**config.mk**
```make
export PLATFORM = sky130hd
export DESIGN_NAME = aes_key_sched_ctrl
export DESIGN_NICKNAME = d
export VERILOG_FILES = /design/src/rtl/aes_key_sched_ctrl.sv
export SDC_FILE = /design/constraint.sdc
export NUM_CORES = 2
export LEC_CHECK = 0
export ABC_CLOCK_PERIOD_IN_PS = 16700
export CORE_AREA = 2 2 465 559
export CTS_BUF_LIST = sky130_fd_sc_hd__clkbuf_4
export DETAILED_ROUTE_END_ITERATION = 8
export DIE_AREA = 0 0 467 561
export MAX_ROUTING_LAYER = met4
export PLACE_DENSITY = 0.56
export SLEW_MARGIN = 0
export SYNTH_ARGS = -nofsm -noshare
export SYNTH_HDL_FRONTEND = slang
export SYNTH_SLANG_ARGS = --single-unit
export TNS_END_PERCENT = 5
```
**constraint.sdc**
```tcl
create_clock -name clk -period 16.7 [get_ports clk]
set_input_delay 3.34 -clock clk [delete_from_list [all_inputs] [get_ports clk]]
set_output_delay 3.34 -clock clk [all_outputs]
set_load 0.005 [all_outputs]
```
**src/rtl/aes_key_sched_ctrl.sv**
```systemverilog
// AES-256 key-schedule controller: sequences one expansion run and keeps the 15 round keys.
// Optional zeroize input is compiled in when AES_KSC_ZEROIZE_EN is defined.
module aes_key_sched_ctrl #(
   parameter int RK_W   = 128,
   parameter int NUM_RK = 15,
   parameter int IDX_W  = 4
) (
   input  logic              clk,
   input  logic              resetn,
`ifdef AES_KSC_ZEROIZE_EN
   input  logic              zeroize,
`endif
   input  logic              key_load,
   input  logic [2*RK_W-1:0] key_in,
   output logic              busy,
   output logic              key_ready,
   output logic              exp_start,
   output logic [2*RK_W-1:0] exp_key,
   input  logic [RK_W-1:0]   exp_subkey,
   input  logic [3:0]        exp_cnt,
   input  logic              exp_valid,
   input  logic              rd_en,
   input  logic [IDX_W-1:0]  rd_idx,
   output logic [RK_W-1:0]   rd_data,
   output logic              rd_valid,
   output logic              rd_err,
   output logic              exp_err
);

   localparam logic [1:0] IDLE    = 2'd0;
   localparam logic [1:0] START   = 2'd1;
   localparam logic [1:0] COLLECT = 2'd2;
   localparam logic [1:0] DONE    = 2'd3;

   localparam logic [3:0]       LAST_CNT = 4'(NUM_RK - 1);
   localparam logic [IDX_W-1:0] LAST_IDX = IDX_W'(NUM_RK - 1);

   logic [1:0]          state_q, state_d;
   logic                exp_err_q, exp_err_d;
   logic [2*RK_W-1:0]   exp_key_q;
   logic [RK_W-1:0]     rk_q [NUM_RK];
   logic [RK_W-1:0]     rd_data_q;
   logic                rd_valid_q, rd_err_q;
   logic                zero_w, load_w, wr_w, rd_ok_w;

`ifdef AES_KSC_ZEROIZE_EN
   assign zero_w = zeroize;
`else
   assign zero_w = 1'b0;
`endif

   // A load is only honoured when no run is in flight.
   assign load_w  = key_load && !zero_w &&
                    (state_q == IDLE || state_q == DONE);
   assign wr_w    = !zero_w && state_q == COLLECT && exp_valid &&
                    exp_cnt != 4'd0 && exp_cnt <= LAST_CNT;
   assign rd_ok_w = !zero_w && state_q == DONE && rd_idx <= LAST_IDX;

   always_comb begin
      state_d   = state_q;
      exp_err_d = exp_err_q;
      case (state_q)
         IDLE, DONE: begin
            if (load_w) begin
               state_d   = START;
               exp_err_d = 1'b0;
            end
         end
         START: state_d = COLLECT;
         COLLECT: begin
            if (!exp_valid) begin
               state_d   = IDLE;
               exp_err_d = 1'b1;
            end else if (wr_w && exp_cnt == LAST_CNT) begin
               state_d = DONE;
            end
         end
         default: state_d = IDLE;
      endcase
      if (zero_w) begin
         state_d   = IDLE;
         exp_err_d = 1'b0;
      end
   end

   always_ff @(posedge clk or negedge resetn) begin
      if (!resetn) begin
         state_q    <= IDLE;
         exp_err_q  <= 1'b0;
         exp_key_q  <= '0;
         rd_data_q  <= '0;
         rd_valid_q <= 1'b0;
         rd_err_q   <= 1'b0;
      end else begin
         state_q    <= state_d;
         exp_err_q  <= exp_err_d;
         rd_valid_q <= rd_en && rd_ok_w;
         rd_err_q   <= rd_en && !rd_ok_w;
         if (rd_en && rd_ok_w) rd_data_q <= rk_q[rd_idx];
         if (zero_w)      exp_key_q <= '0;
         else if (load_w) exp_key_q <= key_in;
      end
   end

   // Store is pure datapath: contents are don't-care until key_ready.
   always_ff @(posedge clk) begin
      if (zero_w) begin
         for (int i = 0; i < NUM_RK; i++) rk_q[i] <= '0;
      end else begin
         if (load_w) rk_q[0] <= key_in[2*RK_W-1:RK_W];
         if (wr_w)   rk_q[exp_cnt] <= exp_subkey;
      end
   end

   assign busy      = (state_q == START) || (state_q == COLLECT);
   assign key_ready = (state_q == DONE);
   assign exp_start = (state_q == START);
   assign exp_key   = exp_key_q;
   assign rd_data   = rd_data_q;
   assign rd_valid  = rd_valid_q;
   assign rd_err    = rd_err_q;
   assign exp_err   = exp_err_q;

endmodule

```
* After elaboration in Yosys (flattened, before gate mapping)
Memories as Yosys holds them, arrays and structs flattened. A register that Yosys moved wholly into a read port is not among the register bits.
Index checks and enable logic that the tools add are counted.
W data, S select, Z words.
** Storage, ports and cells
- Memories :: 1
- Flip-flop bits (word level) :: 261
- Bits in writable memories :: 1920
- Output and inout bits :: 390
- Input bits :: 397
- Logic and storage cells :: 48
** Cells by class
- Reduce and logical (&&, ||, !) cells :: 19
- Eq/ne operators :: 7
- Muxes and demuxes :: 14
- $lt $le $gt $ge :: 2
** Memories
- rk_q :: words 15, width 128, rd ports 1, clocked after memory_dff 1, write ports 1, RTL line 41 : logic [RK_W-1:0] rk_q [NUM_RK];
** Operator list (count)
- $mux W128 :: 1
- $reduce_or A128 Y1 :: 1
- $le A4 B4 Y1 const B :: 2
- $logic_and A1 B1 Y1 :: 8
- $mux W1 :: 7
- $mux W2 :: 3
- $pmux W2 S3 :: 1
- $eq A2 B2 Y1 const B :: 2
- $eq A4 B4 Y1 const B :: 1
- $mux W4 :: 1
- $ne A2 B2 Y1 const B :: 2
- $reduce_bool A4 Y1 :: 1
- $ne A3 B2 Y1 const B :: 1
- $reduce_and A3 Y1 :: 1
- $eq A2 B1 Y1 const B :: 1
- $logic_not A1 Y1 :: 2
- $logic_not A2 Y1 :: 1
- $logic_or A1 B1 Y1 :: 2
- $pmux W1 S2 :: 1
- $reduce_and A2 Y1 :: 1
- $reduce_bool A2 Y1 :: 1
- $reduce_or A2 Y1 :: 1

* Depth between registers and ports, before layout
- Depth in word-level cells :: 8
- Mapped depth :: 8
- Mapped depth without buffers :: 6

* Worst setup path before layout
No wires, ideal clock.
- Kind :: input port to flip-flop
- From :: in exp_cnt[2]
- To :: mem rk_q[4][0] (enable)
- Buffers on the path :: 1
- Library setup time :: 0.928 ns
- Cell stages on the path :: 3
- Data arrival time :: 15.767 ns
- Data required time :: 15.772 ns
- Path slack :: 0.005 ns
- Cell sequence :: clkbuf_1 -> nand2b_1 -> nor4_1
** On the way
- Cells in the longest elaborated chain, start to end :: 7
- Elaborated cells between the ends (all ways) :: 9
- Those cells by class :: 1 x order compare; 4 x mux; 4 x reduce/logical
** Ends and longest elaborated chain
- from (decl) :: RTL line 20 : input logic [3:0] exp_cnt,
- branches (longest 7 deep; another with $le A4 B4 Y1)
- to (decl) :: RTL line 41
Parallel ways; which one is timed is not known.

* Final worst setup path
- From :: in rd_idx[0]
- To :: reg rd_data_q[29] (netlist: rd_data[29]), read port of rk_q
** On the way
- Cells in the longest elaborated chain, start to end :: 3
** Ends and longest elaborated chain
- from (decl) :: RTL line 23 : input logic [IDX_W-1:0] rd_idx,
- $le A4 B4 Y1 :: RTL line 57 : assign rd_ok_w = !zero_w && state_q == DONE && rd_idx <= LAST_IDX;
- $logic_and A1 B1 Y1 :: RTL line 57
- $logic_and A1 B1 Y1 :: RTL line 99 : if (rd_en && rd_ok_w) rd_data_q <= rk_q[rd_idx];
- to (decl) :: RTL line 42 : logic [RK_W-1:0] rd_data_q;
Several ways; a longest one is shown, not always the timed one.
A chain may end at the register's enable or synchronous reset.

==> results.tsv <==
metric	value	unit
critical_path.max_fanout	51	
ir_drop	0.000116	V
ant_nets	0	
firstDrtPassIters	5	
dieWidth	467	µm
avgSynthCellArea	18.5	µm²
status	finished clean	
fin_crit_sh	40.0	%
setup_ws	10.02	ns
whs	0.501	ns
areaGrowthSynthToFinish	21.7	%
crit_top_cell	buf_4	
cts_resized	0	
initial_core_util	34.8	%
clk_pin_slew	0.06	ns
synth.yosys.seq_area_share	75.5	%
grt_pass1_vias	53300	
async_flop_share	16.8	%
max_slew_margin	19.0	%
clockBufferDepth	4	
drtIter0Drc	3301	
grt_usage	20.1	%
cp-end-kind	register	
dpl.hpwl	137000	µm
worst_slew_pin_slew	1.21	ns
synth_edf_count	1920	
clockPowerShare	33.0	%
fin_crit	6.68	ns
drv_slew	0	
p_leak	38.5	nW
rsz0062_at_grt	no	
overflow	0	
critPathLaunchType	primary input	
drive_gt1_share	25.5	%
synth_area_leader_cell	edfxtp_1	
clkLatencyLatePin	1.34	ns
grt_pass1_wl	370000	µm
ys_top_cells_by_count	edfxtp_1 (1920), mux2i_1 (608), dfrtp_1 (389)	
h-tree-depth	6	
synth-main-ff-cell	edfxtp_1	
ys.warnings.count	0	
synth_cell_types	44	
cts.sinks	2309	
nNetsFinal	6382	
cap_violations	0	
postCtsHoldBufs	0	
comb_power_share	18.4	%
cts_setup_buffers	0	
drc_errors	0	
critPathArrivalTime	7.73	ns
reg2reg_depth	7	
ys_ff_latch	2309	
grt_max_degree	152	
critPathMaxStageDelay	0.75	ns
crit_required	17.75	ns
ioPinCount	787	
io_buffers	786	
finalWirelength	263000	µm
cp_cell_sequence	buf_8 -> buf_4 -> buf_4 -> buf_4 -> buf_4 -> mux4_2 -> o21ai_0 -> a31oi_1	
cts-root-buf	clkbuf_4	
seqPwrFrac	48.5	%
die_y	561	µm
final_cells	9864	
grt_antenna_before_repair	15	
finClkSkew	0.108	ns
yosysTopAreaCellShare	64.6	%
fp-row-count	204	
power.density	141	nW/µm²
crit_type	primary input to register	
avgViaCountPerCell	5.11	
fmax	150	MHz
switching_power	0.00402	W
setup-violations-final	0	
hold_path_depth	1	
fin_setup_tns	0	ns
p_int	0.0113	W
die_area	262000	µm²
post-synth-top-count-cell	edfxtp_1	
swShare	26.2	%
routedWlPerCell	26.6	µm
cts_tree	done	
crit_slowest_cell	buf_4	
core_area	257000	µm²
gp_congestion	0.785	
post-place-ws	8.71	ns
hp-class	register to register	
synth_area	89300	µm²
synth_nets	5220	
dp.cells	8784	
finalHoldViolations	0	
syn-instance-count	4820	
num_vias	50400	
cts_inserted_buffers	595	
netlist_top_cells_area	edfxtp_1 (65%), dfrtp_1 (11%), mux2i_1 (6.8%), mux2_2 (3.7%), mux4_2 (3.2%)	
[placed cells by master (no fill, tap or decap), types with 3 or more instances in the layout]
| master | count |
|---|---|
| clkbuf_4 | 943 |
| inv_1 | 3 |
| edfxtp_1 | 1920 |
| bufinv_16 | 12 |
| mux2i_1 | 608 |
| nand2_1 | 132 |
| o22ai_1 | 65 |
| buf_4 | 62 |
| dfrtp_1 | 389 |
| clkinv_2 | 7 |
| nor2_1 | 164 |
| a22oi_1 | 32 |
| clkdlybuf4s50_1 | 781 |
| o21ai_1 | 117 |
| and2_4 | 3 |
| clkinv_1 | 73 |
| nor2_4 | 10 |
| clkinvlp_4 | 8 |
| mux4_2 | 128 |
| a221oi_2 | 8 |
| nand3b_1 | 3 |
| o2111ai_1 | 32 |
| buf_8 | 5 |
| diode_2 | 17 |
| mux2_4 | 100 |
| a21oi_1 | 68 |
| inv_2 | 15 |
| clkinv_4 | 5 |
| mux2_1 | 20 |
| ha_1 | 3 |
| o21ai_0 | 107 |
| nor4_2 | 3 |
| nor2b_4 | 4 |
| a31oi_1 | 128 |
| mux2_2 | 296 |
| nor3_2 | 4 |
| buf_12 | 20 |
| a221oi_1 | 152 |
[worst paths after layout]
kind | from | end | slack (ns)
hold / removal | exp_key[139] | exp_key[139] | 0.50
setup reg to reg | state_q[0] | exp_key[225] | 12.35
max in group asynchronous | resetn | exp_key[227] | 11.61
hold reg to reg | exp_key[139] | exp_key[139] | 0.50
setup / recovery | rd_idx[0] | rd_data[29] | 10.02
min in group asynchronous | resetn | exp_key[80] | 1.96
[cells by family (layout without fill, tap and decap cells)]
logic type / count (synthesis) / count (layout) / synth area share (%)
other cells: 0 / 17 / 0
mux: 1152 / 1152 / 15.7
simple gates: 336 / 336 / 1.51
fa+ha+maj: 3 / 3 / 0.0421
buf+inv: 308 / 1936 / 2.02
compound gates: 712 / 712 / 5.23
flops: 2309 / 2309 / 75.5
[stage by stage]
step	util (%)	cell area [µm²]	power (W)
floorplan	-	89300	0.00865
global placement	39.3	101000	0.0104
detailed placement	39.3	101000	0.0104
CTS	42.3	109000	0.0155
global route	42.4	109000	0.0160
finish	42.4	109000	0.0153
[critical path: cells and delay by family]
kind,cells,cell delay [ns]
buf+inv,5,3.33
mux,1,0.58
compound gates,2,0.27
[sequential cells by signal (all words and copies together), names as in the netlist]
| name | flops |
|---|---|
| exp_err | 1 |
| exp_key | 256 |
| rd_data | 128 |
| rd_err | 1 |
| rd_valid | 1 |
| rk_q | 1920 |
| state_q | 2 |
[power groups by stage]
| stage | clock (W) | combinational [W] | sequential [W] |
|---|---|---|---|
| 2_1_floorplan | 0 | 0.00120 | 0.00745 |
| 5_1_grt | 0.00550 | 0.00304 | 0.00748 |
| 4_1_cts | 0.00521 | 0.00289 | 0.00744 |
| 3_3_place_gp | 0 | 0.00285 | 0.00753 |
| 6_report | 0.00505 | 0.00282 | 0.00743 |
| 3_5_place_dp | 0 | 0.00287 | 0.00755 |
[per-layer routing]
layer | track usage [%] | wire length (µm) | up-vias
li1 | - | - | 22000
met1 | 23.0 | 102000 | 26100
met4 | 6.66 | 7350 | 0
met5 | - | 0 | -
met3 | 4.25 | 17100 | 423
met2 | 34.9 | 137000 | 1860
[area by class of cell]
type	instances	area, µm²
clock inverter	120	835
multi-input combinational	2203	20300
fill	23100	148000
tap	3399	4250
inverter	5	21.3
antenna	17	42.5
sequential	2309	67400
timing repair buffer	868	8760
clock buffer	943	7080
(Power assumes the default switching activity.)
